[src/rtl/leitor_teclado_pkg.sv]
`default_nettype none
// +------------------------------------------------------------------------+
// | leitor_teclado_pkg                                                     |
// | Key codes, FSM state encoding and lookup helpers shared by the keypad  |
// | reader and the calculator datapath that consumes its key codes.        |
// | Ports: none (package).                                                 |
// | Rev 1.0 - initial release                                              |
// +------------------------------------------------------------------------+
package leitor_teclado_pkg;

  // Key codes as seen by the calculator
  localparam logic [3:0] T_0  = 4'd0;
  localparam logic [3:0] T_1  = 4'd1;
  localparam logic [3:0] T_2  = 4'd2;
  localparam logic [3:0] T_3  = 4'd3;
  localparam logic [3:0] T_4  = 4'd4;
  localparam logic [3:0] T_5  = 4'd5;
  localparam logic [3:0] T_6  = 4'd6;
  localparam logic [3:0] T_7  = 4'd7;
  localparam logic [3:0] T_8  = 4'd8;
  localparam logic [3:0] T_9  = 4'd9;
  localparam logic [3:0] ASTE = 4'd10;
  localparam logic [3:0] HASH = 4'd11;
  localparam logic [3:0] T_A  = 4'd12;
  localparam logic [3:0] T_B  = 4'd13;
  localparam logic [3:0] T_C  = 4'd14;
  localparam logic [3:0] T_D  = 4'd15;

  typedef enum logic [1:0] {
    SCAN         = 2'd0,
    DEBOUNCE     = 2'd1,
    EMIT         = 2'd2,
    WAIT_RELEASE = 2'd3
  } estado_t;

  // Physical layout:  r0 = 1 2 3 A / r1 = 4 5 6 B / r2 = 7 8 9 C / r3 = * 0 # D
  function automatic logic [3:0] codigo_tecla(input logic [1:0] linha,
                                              input logic [1:0] coluna);
    logic [3:0] codigo;
    case ({linha, coluna})
      4'b00_00: codigo = T_1;
      4'b00_01: codigo = T_2;
      4'b00_10: codigo = T_3;
      4'b00_11: codigo = T_A;
      4'b01_00: codigo = T_4;
      4'b01_01: codigo = T_5;
      4'b01_10: codigo = T_6;
      4'b01_11: codigo = T_B;
      4'b10_00: codigo = T_7;
      4'b10_01: codigo = T_8;
      4'b10_10: codigo = T_9;
      4'b10_11: codigo = T_C;
      4'b11_00: codigo = ASTE;
      4'b11_01: codigo = T_0;
      4'b11_10: codigo = HASH;
      default:  codigo = T_D;
    endcase
    return codigo;
  endfunction

  // Lowest-indexed active-low row; only meaningful when some bit is low
  function automatic logic [1:0] linha_ativa(input logic [3:0] linhas);
    logic [1:0] idx;
    casez (linhas)
      4'b???0: idx = 2'd0;
      4'b??01: idx = 2'd1;
      4'b?011: idx = 2'd2;
      default: idx = 2'd3;
    endcase
    return idx;
  endfunction

endpackage
`default_nettype wire

[src/rtl/leitor_teclado_if.sv]
`default_nettype none
// +------------------------------------------------------------------------+
// | leitor_teclado_if                                                      |
// | Keypad-side and calculator-side signals of the keypad reader.          |
// | Signals: linhas[3:0]  rows from keypad, active-low, asynchronous       |
// |          colunas[3:0] column drive, active-low, one-hot-low            |
// |          tecla_atual[3:0] last accepted key code                       |
// |          ativo        one-cycle strobe for a newly accepted key        |
// | Modports: master = keypad reader, slave = keypad + calculator side.    |
// | Rev 1.0 - initial release                                              |
// +------------------------------------------------------------------------+
interface leitor_teclado_if;
  logic [3:0] linhas;
  logic [3:0] colunas;
  logic [3:0] tecla_atual;
  logic       ativo;

  modport master (
    input  linhas,
    output colunas,
    output tecla_atual,
    output ativo
  );

  modport slave (
    output linhas,
    input  colunas,
    input  tecla_atual,
    input  ativo
  );
endinterface
`default_nettype wire

[src/rtl/leitor_teclado_sincronizador.sv]
`default_nettype none
// +------------------------------------------------------------------------+
// | sincronizador                                                          |
// | Two-flop synchronizer for the 4 asynchronous keypad row lines.         |
// | Resets to 4'b1111 (no row active).                                     |
// | Ports: clk, rst (async, active-high), d[3:0] async in, q[3:0] synced.  |
// | Rev 1.0 - initial release                                              |
// +------------------------------------------------------------------------+
module sincronizador (
  input  logic       clk,
  input  logic       rst,
  input  logic [3:0] d,
  output logic [3:0] q
);
  logic [3:0] meta;
  logic [3:0] estavel;

  always_ff @(posedge clk or posedge rst) begin
    if (rst) begin
      meta    <= 4'b1111;
      estavel <= 4'b1111;
    end else begin
      meta    <= d;
      estavel <= meta;
    end
  end

  assign q = estavel;
endmodule
`default_nettype wire

[src/rtl/leitor_teclado.sv]
`default_nettype none
// +------------------------------------------------------------------------+
// | leitor_teclado                                                         |
// | 4x4 matrix keypad scanner with debounce; emits one key code and a      |
// | single-cycle ativo strobe per physical key press.                      |
// | Ports: clk            system clock                                     |
// |        rst            asynchronous active-high reset                   |
// |        bus (master)   linhas in, colunas / tecla_atual / ativo out     |
// | Rev 1.0 - initial release                                              |
// +------------------------------------------------------------------------+
module leitor_teclado
  import leitor_teclado_pkg::*;
#(
  parameter int SCAN_CYCLES     = 4,   // >= 3 to cover the synchronizer delay
  parameter int DEBOUNCE_CYCLES = 16   // >= 1
) (
  input  logic             clk,
  input  logic             rst,
  leitor_teclado_if.master bus
);

  localparam int MAX_CNT = (SCAN_CYCLES > DEBOUNCE_CYCLES) ? SCAN_CYCLES : DEBOUNCE_CYCLES;
  localparam int CNT_W   = $clog2(MAX_CNT + 1);
  localparam logic [CNT_W-1:0] SCAN_LAST = CNT_W'(SCAN_CYCLES - 1);
  localparam logic [CNT_W-1:0] DEB_LAST  = CNT_W'(DEBOUNCE_CYCLES - 1);
  localparam logic [CNT_W-1:0] CNT_ONE   = CNT_W'(1);

  estado_t          state, state_nxt;
  logic [1:0]       col, col_nxt;
  logic [CNT_W-1:0] cnt, cnt_nxt;
  logic [3:0]       padrao, padrao_nxt;   // row pattern that triggered the press
  logic [1:0]       linha, linha_nxt;     // winning (lowest) row of that pattern
  logic [3:0]       colunas_q;
  logic [3:0]       tecla_q;
  logic             ativo_q;
  logic             emitir;
  logic [3:0]       linhas_s;

  sincronizador u_sinc (
    .clk (clk),
    .rst (rst),
    .d   (bus.linhas),
    .q   (linhas_s)
  );

  always_comb begin
    state_nxt  = state;
    col_nxt    = col;
    cnt_nxt    = cnt;
    padrao_nxt = padrao;
    linha_nxt  = linha;
    emitir     = 1'b0;

    unique case (state)
      SCAN: begin
        if (cnt == SCAN_LAST) begin
          cnt_nxt = '0;
          if (linhas_s != 4'b1111) begin
            // Hold this column and remember the full pattern so that any
            // added or removed key during debounce is seen as a change.
            padrao_nxt = linhas_s;
            linha_nxt  = linha_ativa(linhas_s);
            state_nxt  = DEBOUNCE;
          end else begin
            col_nxt = col + 2'd1;
          end
        end else begin
          cnt_nxt = cnt + CNT_ONE;
        end
      end

      DEBOUNCE: begin
        if (linhas_s != padrao) begin
          state_nxt = SCAN;
          col_nxt   = col + 2'd1;
          cnt_nxt   = '0;
        end else if (cnt == DEB_LAST) begin
          state_nxt = EMIT;
          cnt_nxt   = '0;
          emitir    = 1'b1;
        end else begin
          cnt_nxt = cnt + CNT_ONE;
        end
      end

      EMIT: begin
        state_nxt = WAIT_RELEASE;
        cnt_nxt   = '0;
      end

      WAIT_RELEASE: begin
        // Any low row (same key or another one in this column) restarts
        // the release count, so a short bounce cannot re-trigger.
        if (linhas_s == 4'b1111) begin
          if (cnt == DEB_LAST) begin
            state_nxt = SCAN;
            col_nxt   = col + 2'd1;
            cnt_nxt   = '0;
          end else begin
            cnt_nxt = cnt + CNT_ONE;
          end
        end else begin
          cnt_nxt = '0;
        end
      end

      default: begin
        state_nxt = SCAN;
        cnt_nxt   = '0;
      end
    endcase
  end

  always_ff @(posedge clk or posedge rst) begin
    if (rst) begin
      state     <= SCAN;
      col       <= 2'd0;
      colunas_q <= 4'b1110;
      cnt       <= '0;
      padrao    <= 4'b1111;
      linha     <= 2'd0;
      tecla_q   <= 4'd0;
      ativo_q   <= 1'b0;
    end else begin
      state     <= state_nxt;
      col       <= col_nxt;
      colunas_q <= ~(4'b0001 << col_nxt);
      cnt       <= cnt_nxt;
      padrao    <= padrao_nxt;
      linha     <= linha_nxt;
      ativo_q   <= emitir;   // high exactly for the single EMIT cycle
      if (emitir) begin
        tecla_q <= codigo_tecla(linha, col);
      end
    end
  end

  assign bus.colunas     = colunas_q;
  assign bus.tecla_atual = tecla_q;
  assign bus.ativo       = ativo_q;

endmodule
`default_nettype wire

[src/flat_wrapper.sv]
// flat-port wrapper written by rule: the top's interface ports become plain ports
module leitor_teclado_flat import leitor_teclado_pkg::*;
#(
  parameter int SCAN_CYCLES     = 4,                                          
  parameter int DEBOUNCE_CYCLES = 16          
)
  (clk, rst, bus_linhas, bus_colunas, bus_tecla_atual, bus_ativo);
  leitor_teclado_if bus_i ();
  input  logic clk;
  input  logic rst;
  input wire logic [$bits(bus_i.linhas)-1:0] bus_linhas;
  output wire logic [$bits(bus_i.colunas)-1:0] bus_colunas;
  output wire logic [$bits(bus_i.tecla_atual)-1:0] bus_tecla_atual;
  output wire logic [$bits(bus_i.ativo)-1:0] bus_ativo;
  assign bus_i.linhas = bus_linhas;
  assign bus_colunas = bus_i.colunas;
  assign bus_tecla_atual = bus_i.tecla_atual;
  assign bus_ativo = bus_i.ativo;
  leitor_teclado #(.SCAN_CYCLES(SCAN_CYCLES), .DEBOUNCE_CYCLES(DEBOUNCE_CYCLES)) u_core (.clk(clk), .rst(rst), .bus(bus_i));
endmodule
[config.mk]
export PLATFORM = sky130hd
export DESIGN_NAME = leitor_teclado_flat
export DESIGN_NICKNAME = d
export VERILOG_FILES = /design/src/rtl/leitor_teclado_pkg.sv /design/src/rtl/leitor_teclado_if.sv /design/src/rtl/leitor_teclado_sincronizador.sv /design/src/rtl/leitor_teclado.sv /design/src/flat_wrapper.sv
export SDC_FILE = /design/constraint.sdc
export NUM_CORES = 1
export LEC_CHECK = 0
export CAP_MARGIN = 10
export CORE_AREA = 3 3 55 57
export CTS_CLUSTER_DIAMETER = 120
export CTS_CLUSTER_SIZE = 40
export DETAILED_ROUTE_END_ITERATION = 16
export DIE_AREA = 0 0 58 60
export PLACE_DENSITY_LB_ADDON = 0.3
export SLEW_MARGIN = 20
export SYNTH_ARGS = -nofsm -noshare
export SYNTH_HDL_FRONTEND = slang
export SYNTH_SLANG_ARGS = --single-unit
[constraint.sdc]
create_clock -name clk -period 3.2 [get_ports clk]
set_clock_uncertainty 0.15 [all_clocks]
set_input_delay 0.64 -clock clk [delete_from_list [all_inputs] [get_ports clk]]
set_output_delay 0.64 -clock clk [all_outputs]
set_load 0.01 [all_outputs]
==> results of run 1 <==
-- power by group through the flow --
stage / clock network, mW / logic (mW) / registers, mW
finish: 0.319 / 0.525 / 0.662
global route: 0.351 / 0.604 / 0.679
CTS: 0.332 / 0.531 / 0.662
detailed placement: 0 / 0.526 / 0.667
global placement: 0 / 0.508 / 0.663
floorplan: 0 / 0.416 / 0.632
-- cells by family (layout without fill, tap and decap cells) --
kind of cell | count (synthesis) | in the layout
adders and majority gates | 8 | 8
AOI/OAI and AO/OA | 25 | 25
muxes | 8 | 8
buffers and inverters | 12 | 33
xor gates and xnor gates | 7 | 7
and+or+nand+nor | 37 | 37
DFF | 32 | 32
-- cells in the mapped netlist, types with 3 or more instances --
| cell type | n |
|---|---|
| dfrtp_1 | 17 |
| o21ai_0 | 7 |
| nand3_1 | 5 |
| nor2_1 | 10 |
| nand2_1 | 10 |
| dfstp_2 | 15 |
| xnor2_1 | 5 |
| mux2_2 | 7 |
| inv_1 | 10 |
| a21oi_1 | 3 |
| ha_1 | 8 |
-- final cells by class --
class | instances | area [um2]
Tap cell | 30 | 37.5
Timing Repair Buffer | 15 | 148
Fill cell | 187 | 768
Sequential cell | 32 | 820
Inverter | 10 | 37.5
Multi-Input combinational cell | 85 | 628
Clock inverter | 3 | 46.3
Clock buffer | 5 | 37.5
-- cell usage in the layout, fill, tap and decap left out, types with 2 or more instances in the layout --
| cell | synthesis | routed |
|---|---|---|
| xnor2_1 | 5 | 5 |
| dfstp_2 | 15 | 15 |
| a31o_2 | 2 | 2 |
| o2111a_1 | 2 | 2 |
| dfrtp_1 | 17 | 17 |
| nor3_1 | 2 | 2 |
| nor2_1 | 10 | 10 |
| nand3_1 | 5 | 5 |
| nand2b_1 | 2 | 2 |
| a21oi_1 | 3 | 3 |
| ha_1 | 8 | 8 |
| inv_1 | 10 | 10 |
| o21ai_0 | 7 | 7 |
| o22a_1 | 2 | 2 |
| nand2_1 | 10 | 10 |
| mux2_2 | 7 | 7 |
| clkdlybuf4s50_1 | 0 | 14 |
| xor2_1 | 2 | 2 |
| clkbuf_4 | 0 | 5 |
-- final timing paths --
| kind | depth (start not counted) | slack [ns] | startpoint | endpoint |
|---|---|---|---|---|
| setup / recovery | 6 | 0.98 | u_core.cnt[0] | u_core.bus.colunas[0] |
| max in group asynchronous | 3 | 1.83 | rst | u_core.padrao[2] |
| hold reg to reg | 0 | 0.21 | u_core.u_sinc.meta[3] | u_core.u_sinc.q[3] |
| min in group asynchronous | 2 | 0.39 | rst | u_core.bus.tecla_atual[2] |
| setup reg to reg | 6 | 0.98 | u_core.cnt[0] | u_core.bus.colunas[0] |
| hold / removal | 0 | 0.21 | u_core.u_sinc.meta[3] | u_core.u_sinc.q[3] |
-- stage by stage --
step / setup WS, ns / utilization [%] / cell area (um2) / hold WS (ns)
2_1_floorplan: 1.11 / - / 1490 / 0.195
3_3_place_gp: 1.07 / 66.2 / 1670 / 0.196
3_5_place_dp: 1.00 / 66.2 / 1670 / 0.197
4_1_cts: 0.970 / 69.5 / 1750 / 0.214
5_1_grt: 0.819 / 69.5 / 1750 / 0.217
6_report: 0.977 / 69.5 / 1750 / 0.212
-- critical path: stages (launching register included) --
cell	delay (ns)
dfrtp_1	0.39
ha_1	0.21
nor4b_4	0.36
a31o_2	0.25
o21ai_2	0.06
a2111o_1	0.47
or2_1	0.23
-- state kept, by name, summed over array words and instances (netlist names), named ones only --
register                flops
u_core.bus.colunas          4
u_core.linha                2
u_core.cnt                  5
u_core.padrao               4
u_core.bus.tecla_atual      4
u_core.col                  2
u_core.bus.ativo            1
u_core.u_sinc.meta          4
u_core.state                1
u_core.u_sinc.q             4
-- metal layers --
layer / wire length, um / up-vias / part of all wire, %
met3: 132 / 5 / 5.2
met4: 45 / 0 / 1.8
met2: 1230 / 25 / 48
met1: 1130 / 492 / 45
li1: - / 495 / -
met5: 0 / - / 0
==> results.md, run 1 <==
* Largest family of logic cells by synthesized area: simple AND/OR/NAND/NOR gates
* Via count at 1017
* Critical path startpoint category: register
* Post-synthesis simple-gate area fraction at 13.2%
* P&R area growth vs syn at 17.5%
* GPL Wtd Cong at ~0.79
* FFs w/ async S/R, synth at 100%
* Syn Inst Count at between 100 and 150
* Power per cell area at 859 nW/um2
* Register area share after synthesis at 54.9%
* Final hold vios at 0
* # diodes at 0
* Post-DR wirelength/cell at 14.1 um
* Vias/cell at roughly 5.7
* Met3 usage at 7.99%
* Netlist cell types at 36
* Post-synthesis xor/xnor area fraction at 4.11%
* Post-CTS Repair Setup Buffers at 0
* Die Span Y at ~60 um
* Total detailed-routing wirelength at about 2500 um
* Layout cells sized above 1 at 24.0%
* Status: completed
* DRC viols at 0
* Combinational share of power at 34.9%
* VDD IR max at roughly 0.6 mV
* Placed cell count at roughly 170
* Fin cells at 180
* Root buf cell: clkbuf_4
* Mux contribution to synthesized area at 5.95%
* Gr busiest metal: met2
* Leak at 0.753 nW
* HP Class: register to register
* Die X at 58 um
* Arr. time, crit path at 2.30 ns
* Required @ worst endpoint at 3.28 ns
* Inserted Clock Buffers at 5
* Maxcap violations at 0
* Top-area cell type share of the netlist area at 28.5%
* Sw frac at 35.2%
* DPL Wire Length at about 1900 um
* Max Freq at 450 MHz
* YS warnings at 0
* Remaining Overflow, GRT at 0
* Number of flops mapped to enable cells by yosys at 0
* Antenna violations before repair at 0
* Setup_tns at 0 ns
* RSZ-0062 raised after global routing: no
* CTS resizes at 0
* H-tree depth at 2
* CTS tree: yes
* Synth Area in Compound Gates at 12.2%
* Hold_buf cts at 0
* Critical path endpoint category: register
* Total power at 1.51 mW
* Worst-path maximum fanout at 5
* Vias in the first global route at 1020
* Count of final setup violators at 0
* Met1 usage at a little over 20%
* Seq cells post-synth at 32
* Initial DRT Pass Iterations at 4
* Clock network power share at 21.2%
* Clock buffer depth at 2
* Initial Utilization at 59.2%
* Iteration-0 DRC Markers at 33
* Syn nets at 143
* CTS clk-pin slew, worst paths at about 0.11 ns
* Synth area leaders: dfrtp_1 28%, dfstp_2 26%, ha_1 6.7%
* Final net count at 163
* Slew Limit Headroom at 68.1%
* Clk Latency, worst-skew pair at 0.35 ns
* Gr usage total at 18.3%
* Kind of critical path: register to register
* Final slew viol count at 0
* Sequential share of power at 43.9%
* Site Rows at 18
* Adder-Cell Fraction of Synth Area at around 6.7%
* First-pass GRT wire length at 4550 um
* Dominant synthesized flop cell: dfrtp_1
* Core area at approximately 2500 um2
* Avg Cell Area, Syn at 11.6 um2
* # port buffers at 14
* Tmin final at 2.22 ns
* Syn Std Cell Area at 1490 um2
* Yosys top cell by area: dfrtp_1
* Largest net degree at the start of global routing at 24
* Slew @ Worst Pin at 0.477 ns
* Io pins at 15
* Period utilisation layout at 69.5%
* Die Area at ~3500 um2
* Clock Sinks at 32
* Met2 usage at 29.5%
* Switch Pwr at 0.530 mW
* Cell Int Power at 0.977 mW
* Post-DRT Antenna Nets at 0
Note: power is estimated with default switching activity, not from simulation.
==> run 2, diff against run 1 <==
Settings changed: CORE_AREA 3 3 55 57 to 3 3 57 59, DIE_AREA 0 0 58 60 to 0 0 60 62.
Clock period 3.2 ns to 2.15 ns, I/O delays scaled along.
==> run 2 against run 1 <==
Net effect:
- the run now ends with negative setup slack left
- final area rose by 4.9%
- combinational power increased by 81%
- register-to-register slack worse by 0.99 ns
- utilization decreased by 2.8 points
- sequential share of layout area shrank 2.2 points
- die area grew 6.9%
- maximum frequency grew 2.8%
- clock power is 3% higher
- clock-buffer cell count unchanged
- critical endpoint unchanged
==> results.md, run 2 (same netlist as run 1, synthesis figures left out) <==
* Antenna violations before repair at 0 (unchanged)
* Site Rows at 19 (+1)
* Gr usage total at 17.2% (-1.1 points)
* Placed Instance Area at 1750 um2 (+4.9%)
* CTS tree: yes
* Most frequent cells in the layout: 17 x dfrtp_1, 15 x dfstp_2, 14 x clkdlybuf4s50_1, 11 x buf_4
* Power per cell area at 1220 nW/um2 (+42%)
* Reg2reg end: u_core.bus.colunas[0]
* Final slew viol count at 0 (unchanged)
* HP Class: register to register
* Inserted Clock Buffers at 5 (unchanged)
* Iteration-0 DRC Markers at 24 (-27%)
* Total detailed-routing wirelength at 2630 um (+3.4%)
* H-tree depth at 2 (unchanged)
* Period utilisation layout at 101% (+31 points)
* RSZ-0062 raised after global routing: yes
* Biggest register: u_core.cnt
* Crit path to: u_core.bus.colunas[0]
* # diodes at 0 (unchanged)
* Largest net degree at the start of global routing at 24 (unchanged)
* Layout cells sized above 1 at 31.1% (+7.1 points)
* Most common cell after layout, fill and taps aside: dfrtp_1
* Leak at 0.807 nW (+7.1%)
* # port buffers at 14 (unchanged)
* Reg2Reg Setup Slack at -0.01 ns (-0.99 ns)
* Critical path startpoint category: register
* Slew @ Worst Pin at 0.516 ns (+0.0393 ns)
* DPL Wire Length at 1900 um (+2.0%)
* Count of final setup violators at 1 (+1)
* Worst-path maximum fanout at 5 (unchanged)
* Initial DRT Pass Iterations at 4 (unchanged)
* Root buf cell: clkbuf_4
* Die Area at 3720 um2 (+6.9%)
* Post-route cell area at 1840 um2 (+4.9%)
* Vias/cell at 5.48 (-3.0%)
* Worst reg2reg path depth at 7 (+1)
* Max reg flops at 5 (unchanged)
* Final setup margin at -0.0118 ns (-0.989 ns)
* CTS clk-pin slew, worst paths at 0.10 ns (about the same)
* Worst slack, placed at -0.0612 ns (-1.06 ns)
* Via count at 1052 (+3.4%)
* Setup crit start: u_core.cnt[1]
* Slew Limit Headroom at 65.6% (-2.5 points)
* Die X at 60 um (+3.4%)
* Tmin final at 2.16 ns (-0.0613 ns)
* Io pins at 15 (unchanged)
* Critical path endpoint category: register
* P&R area growth vs syn at 23.2%
* Failing checks: negative setup slack
* First-pass GRT wire length at 4690 um (+3.2%)
* Core area at 2760 um2 (+9.3%)
* RR Startpoint: u_core.cnt[1]
* Clk Latency, worst-skew pair at 0.33 ns (-0.02 ns)
* Clock buffer depth at 2 (unchanged)
* Arr. time, crit path at 2.23 ns (-0.07 ns)
* Die Span Y at 62 um (+3.3%)
* DRC viols at 0 (unchanged)
* Post-DRT Antenna Nets at 0 (unchanged)
* Required @ worst endpoint at 2.22 ns (-1.06 ns)
* Clock Sinks at 32 (unchanged)
* Final hold vios at 0 (unchanged)
* Status: complete, but fails checks
* GPL Wtd Cong at 0.800 (+0.92%)
* Number of fill cells at 208 (+11%)
* Final net count at 174 (+6.7%)
* Remaining Overflow, GRT at 0 (unchanged)
* Maxcap violations at 0 (unchanged)
* Kind of critical path: register to register
* VDD IR max at 0.851 mV (+41%)
* Post-DR wirelength/cell at 13.7 um (-3.1%)
* Initial Utilization at 54.1% (-5.0 points)
* Max Freq at 463 MHz (+2.8%)
* Vias in the first global route at 1099 (+7.7%)
## run 2: changes by cell type in the layout (fill, tap and decap cells not counted), sizes merged
cell	previous run	this run
buf	1	12
clkinv	0	3
bufinv	1	0
inv	11	10
clkinvlp	1	0
## run 2: layout make-up
cell class	instances	area, um2	share of cell area, %
inverters	10	37.5	2.04
flip-flops and latches	32	820	44.6
repair buffers	26	243	13.2
well taps	31	38.8	2.11
clock inverters	3	18.8	1.02
multi-input cells	85	644	35.0
clock buffers	5	37.5	2.04
## run 2: per-stage QoR
step	utilization, %	setup TNS, ns	hold WS (ns)	total power, mW	instances
after CTS	66.1	0	0.212	2.22	191
after global routing	66.7	-0.188	0.219	2.44	192
final	66.7	-0.0118	0.211	2.25	192
after floorplan	-	0	0.195	1.56	129
after global placement	63.5	0	0.196	1.82	182
after detailed placement	63.5	-0.0612	0.198	1.86	182
## run 2: worst min-delay path by stage
stage / slack (ns) / endpoint / depth (start not counted) / startpoint
after global placement: 0.20 / u_core.u_sinc.q[3] / 0 / u_core.u_sinc.meta[3]
after detailed placement: 0.20 / u_core.u_sinc.q[2] / 0 / u_core.u_sinc.meta[2]
after floorplan: 0.20 / u_core.u_sinc.q[0] / 0 / u_core.u_sinc.meta[0]
after global routing: 0.22 / u_core.u_sinc.q[0] / 0 / u_core.u_sinc.meta[0]
after CTS: 0.21 / u_core.u_sinc.q[2] / 0 / u_core.u_sinc.meta[2]
final: 0.21 / u_core.u_sinc.q[2] / 0 / u_core.u_sinc.meta[2]
## run 2: timing repair
action,4_1_cts,5_1_grt
endpoints found under the setup margin,1,5
pin swaps,3,1
hold buffers,0,0
gates resized for setup,2,2
buffers inserted,1,1
## run 2: critical path, stage by stage (launching register included)
cell	delay, ns
dfrtp_1	0.40
ha_2	0.20
buf_4	0.14
nor4b_4	0.13
a31o_2	0.26
o2111a_1	0.14
a2111o_1	0.41
or2_1	0.23
## run 2: routing by layer
layer	global-route usage (%)	share of wire [%]	vias up
met5	0	0	-
met4	5.70	1.1	0
met3	5.79	4.2	3
met2	29.8	50	23
met1	20.0	45	516
li1	-	-	510
## run 2: report_power, final
part | internal [mW] | leakage [nW] | switching (mW)
sequential | 0.814 | 0.379 | 0.156
clock | 0.125 | 0.0349 | 0.203
combinational | 0.501 | 0.393 | 0.451
